--- config.mk ---
export PLATFORM = sky130hd
export DESIGN_NAME = frame_mem_scheduler
export DESIGN_NICKNAME = d
export VERILOG_FILES = /design/src/rtl/frame_mem_scheduler.sv
export SDC_FILE = /design/constraint.sdc
export NUM_CORES = 1
export LEC_CHECK = 0
export CAP_MARGIN = 30
export CORE_ASPECT_RATIO = 0.6
export CORE_MARGIN = 1.5
export CORE_UTILIZATION = 53
export CTS_CLUSTER_SIZE = 16
export DETAILED_ROUTE_END_ITERATION = 8
export PLACE_DENSITY = 0.75
export SYNTH_ARGS = -nofsm -noshare
export SYNTH_HDL_FRONTEND = slang
export SYNTH_SLANG_ARGS = --single-unit
--- constraint.sdc ---
create_clock -name pixel_clk -period 5.8 [get_ports pixel_clk]
set_input_delay 1.16 -clock pixel_clk [delete_from_list [all_inputs] [get_ports pixel_clk]]
set_output_delay 1.16 -clock pixel_clk [all_outputs]
set_load 0.02 [all_outputs]
--- src/rtl/frame_mem_scheduler.sv ---
// Frame-memory scheduler: prefetches the frame in raster order into a pixel FIFO
// for the video output and shares the single RAM port with host writes.
module frame_mem_scheduler #(
    parameter int WIDTH      = 640,
    parameter int HEIGHT     = 480,
    parameter int DATA_W     = 8,
    parameter int FIFO_DEPTH = 16,
    parameter int LOW_WATER  = 4,
    parameter int ADDR_W     = $clog2(WIDTH * HEIGHT)
) (
    input  logic              pixel_clk,
    input  logic              n_rst,
    input  logic              active_video,
    input  logic              v_sync,
    output logic [DATA_W-1:0] pix_data,
    output logic              underflow,
    input  logic              wr_valid,
    output logic              wr_ready,
    input  logic [ADDR_W-1:0] wr_addr,
    input  logic [DATA_W-1:0] wr_data,
    output logic              mem_en,
    output logic              mem_we,
    output logic [ADDR_W-1:0] mem_addr,
    output logic [DATA_W-1:0] mem_wdata,
    input  logic [DATA_W-1:0] mem_rdata
);
    localparam int PTR_W = $clog2(FIFO_DEPTH);
    localparam int CNT_W = PTR_W + 1;
    localparam int OCC_W = CNT_W + 1;
    localparam logic [ADDR_W-1:0] LAST_ADDR = ADDR_W'(WIDTH * HEIGHT - 1);
    localparam logic [OCC_W-1:0]  LOW_OCC   = OCC_W'(LOW_WATER);
    localparam logic [OCC_W-1:0]  FULL_OCC  = OCC_W'(FIFO_DEPTH);

    typedef enum logic [1:0] {
        S_WAIT,
        S_FETCH,
        S_DONE
    } state_e;

    state_e            state_q, state_d;
    logic              vs_q;
    logic [ADDR_W-1:0] rd_addr_q, rd_addr_d;
    logic              inflight_q, inflight_d;
    logic [PTR_W-1:0]  wr_ptr_q, wr_ptr_d;
    logic [PTR_W-1:0]  rd_ptr_q, rd_ptr_d;
    logic [CNT_W-1:0]  count_q, count_d;
    logic [DATA_W-1:0] pix_data_q, pix_data_d;
    logic              underflow_q, underflow_d;
    logic [DATA_W-1:0] fifo_q [FIFO_DEPTH];

    logic              frame_start;
    logic              rd_issue;
    logic              wr_grant;
    logic              push;
    logic              pop;
    logic              empty;
    logic [OCC_W-1:0]  occ;

    // Arbitration, next-state and RAM port drive.
    always_comb begin
        // NOTE: every signal written here gets a default first, so no path can infer a latch.
        frame_start = v_sync & ~vs_q;
        occ         = OCC_W'(count_q) + OCC_W'(inflight_q);
        rd_issue    = 1'b0;
        wr_grant    = 1'b0;
        state_d     = state_q;

        // The frame-start cycle never reads: rd_addr_q still belongs to the old frame.
        if (state_q == S_FETCH && !frame_start) begin
            if (occ < LOW_OCC) begin
                rd_issue = 1'b1;
            end else if (wr_valid) begin
                wr_grant = 1'b1;
            end else if (occ < FULL_OCC) begin
                rd_issue = 1'b1;
            end
        end else begin
            wr_grant = wr_valid & n_rst;
        end

        if (frame_start) begin
            state_d = S_FETCH;
        end else if (rd_issue && rd_addr_q == LAST_ADDR) begin
            state_d = S_DONE;
        end

        rd_addr_d  = frame_start ? '0 : rd_addr_q + ADDR_W'(rd_issue);
        inflight_d = rd_issue;

        wr_ready  = wr_grant;
        mem_en    = rd_issue | wr_grant;
        mem_we    = wr_grant;
        mem_addr  = '0;
        mem_wdata = '0;
        if (wr_grant) begin
            mem_addr  = wr_addr;
            mem_wdata = wr_data;
        end else if (rd_issue) begin
            mem_addr = rd_addr_q;
        end
    end

    // Pixel FIFO bookkeeping; a frame start flushes and overrides push/pop.
    always_comb begin
        empty       = (count_q == '0);
        push        = inflight_q & ~frame_start;
        pop         = active_video & ~empty & ~frame_start;
        wr_ptr_d    = wr_ptr_q;
        rd_ptr_d    = rd_ptr_q;
        count_d     = count_q;
        pix_data_d  = pix_data_q;
        underflow_d = underflow_q | (active_video & empty);

        if (frame_start) begin
            wr_ptr_d   = '0;
            rd_ptr_d   = '0;
            count_d    = '0;
            pix_data_d = '0;
        end else begin
            wr_ptr_d = wr_ptr_q + PTR_W'(push);
            rd_ptr_d = rd_ptr_q + PTR_W'(pop);
            count_d  = count_q + CNT_W'(push) - CNT_W'(pop);
            if (active_video) begin
                pix_data_d = empty ? '0 : fifo_q[rd_ptr_q];
            end
        end
    end

    always_ff @(posedge pixel_clk or negedge n_rst) begin
        if (!n_rst) begin
            state_q <= S_WAIT;
        end else begin
            state_q <= state_d;
        end
    end

    // NOTE: sequential state uses non-blocking assignments so every register samples pre-edge values.
    always_ff @(posedge pixel_clk or negedge n_rst) begin
        if (!n_rst) begin
            vs_q        <= 1'b0;
            rd_addr_q   <= '0;
            inflight_q  <= 1'b0;
            wr_ptr_q    <= '0;
            rd_ptr_q    <= '0;
            count_q     <= '0;
            pix_data_q  <= '0;
            underflow_q <= 1'b0;
        end else begin
            vs_q        <= v_sync;
            rd_addr_q   <= rd_addr_d;
            inflight_q  <= inflight_d;
            wr_ptr_q    <= wr_ptr_d;
            rd_ptr_q    <= rd_ptr_d;
            count_q     <= count_d;
            pix_data_q  <= pix_data_d;
            underflow_q <= underflow_d;
        end
    end

    // NOTE: the FIFO storage is not reset; the count and pointers alone decide which entries are valid.
    always_ff @(posedge pixel_clk) begin
        if (push) begin
            fifo_q[wr_ptr_q] <= mem_rdata;
        end
    end

    assign pix_data  = pix_data_q;
    assign underflow = underflow_q;

endmodule

==> results by group <==
Die
  – Die area: 0.01471 mm2
  – Area of the core: 0.01363 mm2
  – Die span in y: 94.54 um
  – Initial core utilization: 54.32%
  – Core Rows: 33
  – I/O pins: 79
  – Chip width: 155.6 um

Power and ir drop
  – Power per standard cell area: 418.1 mW/mm2
  – Switching Share: 30.84%
  – Leakage: 3.160 nW
  – Total power: 0.003752 W
  – Worst IR Drop VDD: 0.2492 mV
  – Logic gate share of total power: 27.3%
  – Flop pwr share: 42.7%
  – Sw power: 0.001157 W
  – P_int: 0.002595 W
  – Clock Power Share: 30.0%

Global routing
  – GRT Total Usage: 23.00%
  – Initial antenna violation count: 0
  – Largest net degree at the start of global routing: 46
  – First-pass GRT wire length: 24160 um
  – Grt total ovfl: 0
  – Vias in the first global route: 4254

Worst setup path
  – Crit path capture type: output port
  – Critical setup path kind: primary input to output port
  – CP arrival: 3.63 ns
  – Worst EP required: 4.64 ns
  – R2r startpoint: count_q[1]
  – Crit path max fanout: 29
  – Worst reg2reg path endpoint: rd_addr_q[13]
  – Critical Path Start Type: primary input
  – Reg2reg path depth: 10
  – Critical path origin: v_sync
  – Reg2Reg Setup Slack: 2.57 ns

Cells and area
  – Layout cells sized above 1: 15.36%
  – Nets@finish: 604
  – Syn-to-layout area delta: 21.23%
  – Finished Cell Area: 0.008972 mm2
  – Ant. Diodes: 0
  – Final Non-Filler Cells: 735
  – Commonest non-fill, non-tap cell in the layout: edfxtp_1
  – Most frequent cells in the layout: edfxtp_1, clkdlybuf4s50_1, dfrtp_1
  – Core Util, Final: 65.85%
  – Fillers: 931

Status
  – Outcome: finished clean

Route
  – Routed len/inst: 21.59 um
  – DRT iter0 DRCs: 264
  – DR vias/cell: 5.898
  – Drt pass-1 iters: 5
  – WL final: 15870 um
  – Via count: 4335
  – Final ANT Viol Nets: 0
  – DRC: 0

Synthesis
  – Top cell type's share of synthesized area: 51.94%
  – Cell accounting for the most synthesized area: edfxtp_1
  – Post-synth EDFFs: 128
  – Register area share after synthesis: 67.15%
  – Fraction of the mapped netlist area in compound gates: 5.139%
  – Post-synthesis mux area share: 11.11%
  – Distinct cells, synth: 48
  – Synth Area in Adders: 2.975%
  – Yosys reg bits: 173
  – Top cells by area, synth: edfxtp_1, dfrtp_1, mux4_2
  – Xor/xnor share of the synthesized area: 2.840%
  – Post-Synthesis Cells: 461
  – Post-Syn Nets: 518
  – Mean Syn Cell Area: 16.05 um2
  – Post-synthesis cell area: 0.007401 mm2
  – Largest family of logic cells by synthesized area: multiplexers
  – Async S/R FF share, synth: 26.01%
  – Post-synthesis simple-gate area fraction: 8.910%
  – Main synth FF type: edfxtp_1
  – Ys Warns: 0

Hold path
  – Hold crit path type: flip-flop to flip-flop
  – Hold endpoint: underflow
  – Worst hold path cell count: 1
  – Hold Startpoint: underflow

Timing
  – RSZ-0062 raised after global routing: no
  – TNS Setup: 0 ns
  – Final Cycle Share: 82.51%
  – Max Freq: 209.0 MHz
  – Tmin final: 4.786 ns
  – Slew Viols, Final: 0
  – Final setup fails: 0
  – Final hold viol count: 0
  – Final Skew: 0.01014 ns
  – Max-slew headroom: 34.32%
  – Worst-margin pin slew: 0.9815 ns

Clock network
  – Post-CTS sizing: 0
  – CTS tree: built
  – # clock sinks: 173
  – Post-CTS Hold Buffers: 0
  – CTS Buf Count: 17
  – Clk buf depth: 2
  – Worst skew pair latency: 0.42 ns
  – Setup Buffers After CTS: 0
  – H-tree Lvls: 4
  – Reg clk slew, reported paths: 0.07 ns
  – Clock Tree Root: clkbuf_16

Placed design
  – # port buffers: 78
  – Post-DP HPWL: 10520 um
  – Dpl cells: 703
  – Area post-placement: 0.008381 mm2
  – Final GP Congestion: 0.8344

Flow run
  – Max Cap Violations: 0
## layout make-up
class	instances	area [um2]	area share, %
Inverter	8	30.03	0.3347
Clock buffer	18	439.2	4.895
Tap cell	175	219.0	2.440
Multi-Input combinational cell	258	2301	25.64
Sequential cell	173	4972	55.42
Timing Repair Buffer	89	858.3	9.566
Clock inverter	14	152.6	1.701
## critical path, cell delays in order
cell	delay, ns
clkdlybuf4s50_1	0.44
nor2b_2	0.16
buf_4	0.22
nor3b_1	0.19
o21ai_0	0.14
nor2_2	0.12
buf_4	0.29
mux2_2	0.37
clkdlybuf4s50_1	0.53
## registers in the layout, summed over array words and instances (netlist names)
register	count
underflow	1
rd_ptr_q	4
state_q	2
fifo_q	128
count_q	5
inflight_q	1
vs_q	1
rd_addr_q	19
wr_ptr_q	4
pix_data	8
## layer usage
metal / vias to the layer above / wire length (um) / track usage, %
met5: - / 0 / 0
met4: 0 / 167 / 5.794
met3: 15 / 1058 / 5.369
met2: 132 / 7193 / 33.44
met1: 2230 / 7446 / 35.27
li1: 1958 / - / -
## power by group through the flow
stage / clock network (W) / logic (W) / registers [W]
after CTS: 0.00114 / 0.00103 / 0.00160
after detailed placement: 0 / 0.00102 / 0.00163
final: 0.00113 / 0.00103 / 0.00160
after global placement: 0 / 0.00100 / 0.00162
after floorplan: 0 / 0.000693 / 0.00157
after global routing: 0.00119 / 0.00111 / 0.00162
## synth_stat cells (all sizes together), types with 3 or more instances
| cell type | n |
|---|---|
| xor2 | 13 |
| a22o | 18 |
| buf | 15 |
| dfrtp | 45 |
| nand4 | 10 |
| nand2b | 5 |
| edfxtp | 128 |
| nand3 | 9 |
| nor3 | 4 |
| or3 | 3 |
| and2 | 19 |
| o21ai | 4 |
| a22oi | 7 |
| nor2 | 43 |
| and3 | 4 |
| o211ai | 8 |
| inv | 8 |
| ha | 16 |
| nand2 | 17 |
| xnor2 | 11 |
| mux4 | 32 |
| mux2i | 9 |
| and4 | 4 |
| clkbuf | 7 |
| a21oi | 4 |
## stage by stage
| step | hold WS, ns | setup slack (ns) |
|---|---|---|
| global route | 0.5032 | 0.9030 |
| CTS | 0.4887 | 1.013 |
| global placement | 0.4604 | 1.063 |
| floorplan | 0.4774 | 2.114 |
| detailed placement | 0.4695 | 1.017 |
| finish | 0.4884 | 1.014 |
## logic make-up (layout without fill, tap and decap cells)
| kind of cell | after synthesis | in the layout |
|---|---|---|
| xor+xnor | 24 | 24 |
| compound gates | 49 | 49 |
| fa+ha+maj | 17 | 17 |
| buf+inv | 30 | 129 |
| flops | 173 | 173 |
| simple gates | 126 | 126 |
| mux | 42 | 42 |
## worst max path at each step
stage                   endpoint  slack, ns  depth (start not counted)
floorplan           mem_addr[17]       2.11                          7
global placement     mem_addr[0]       1.06                          9
detailed placement   mem_addr[0]       1.02                          9
CTS                  mem_addr[0]       1.01                          9
global route         mem_addr[0]       0.90                          9
finish               mem_addr[0]       1.01                          9
Power figures use the tool's default switching activity.
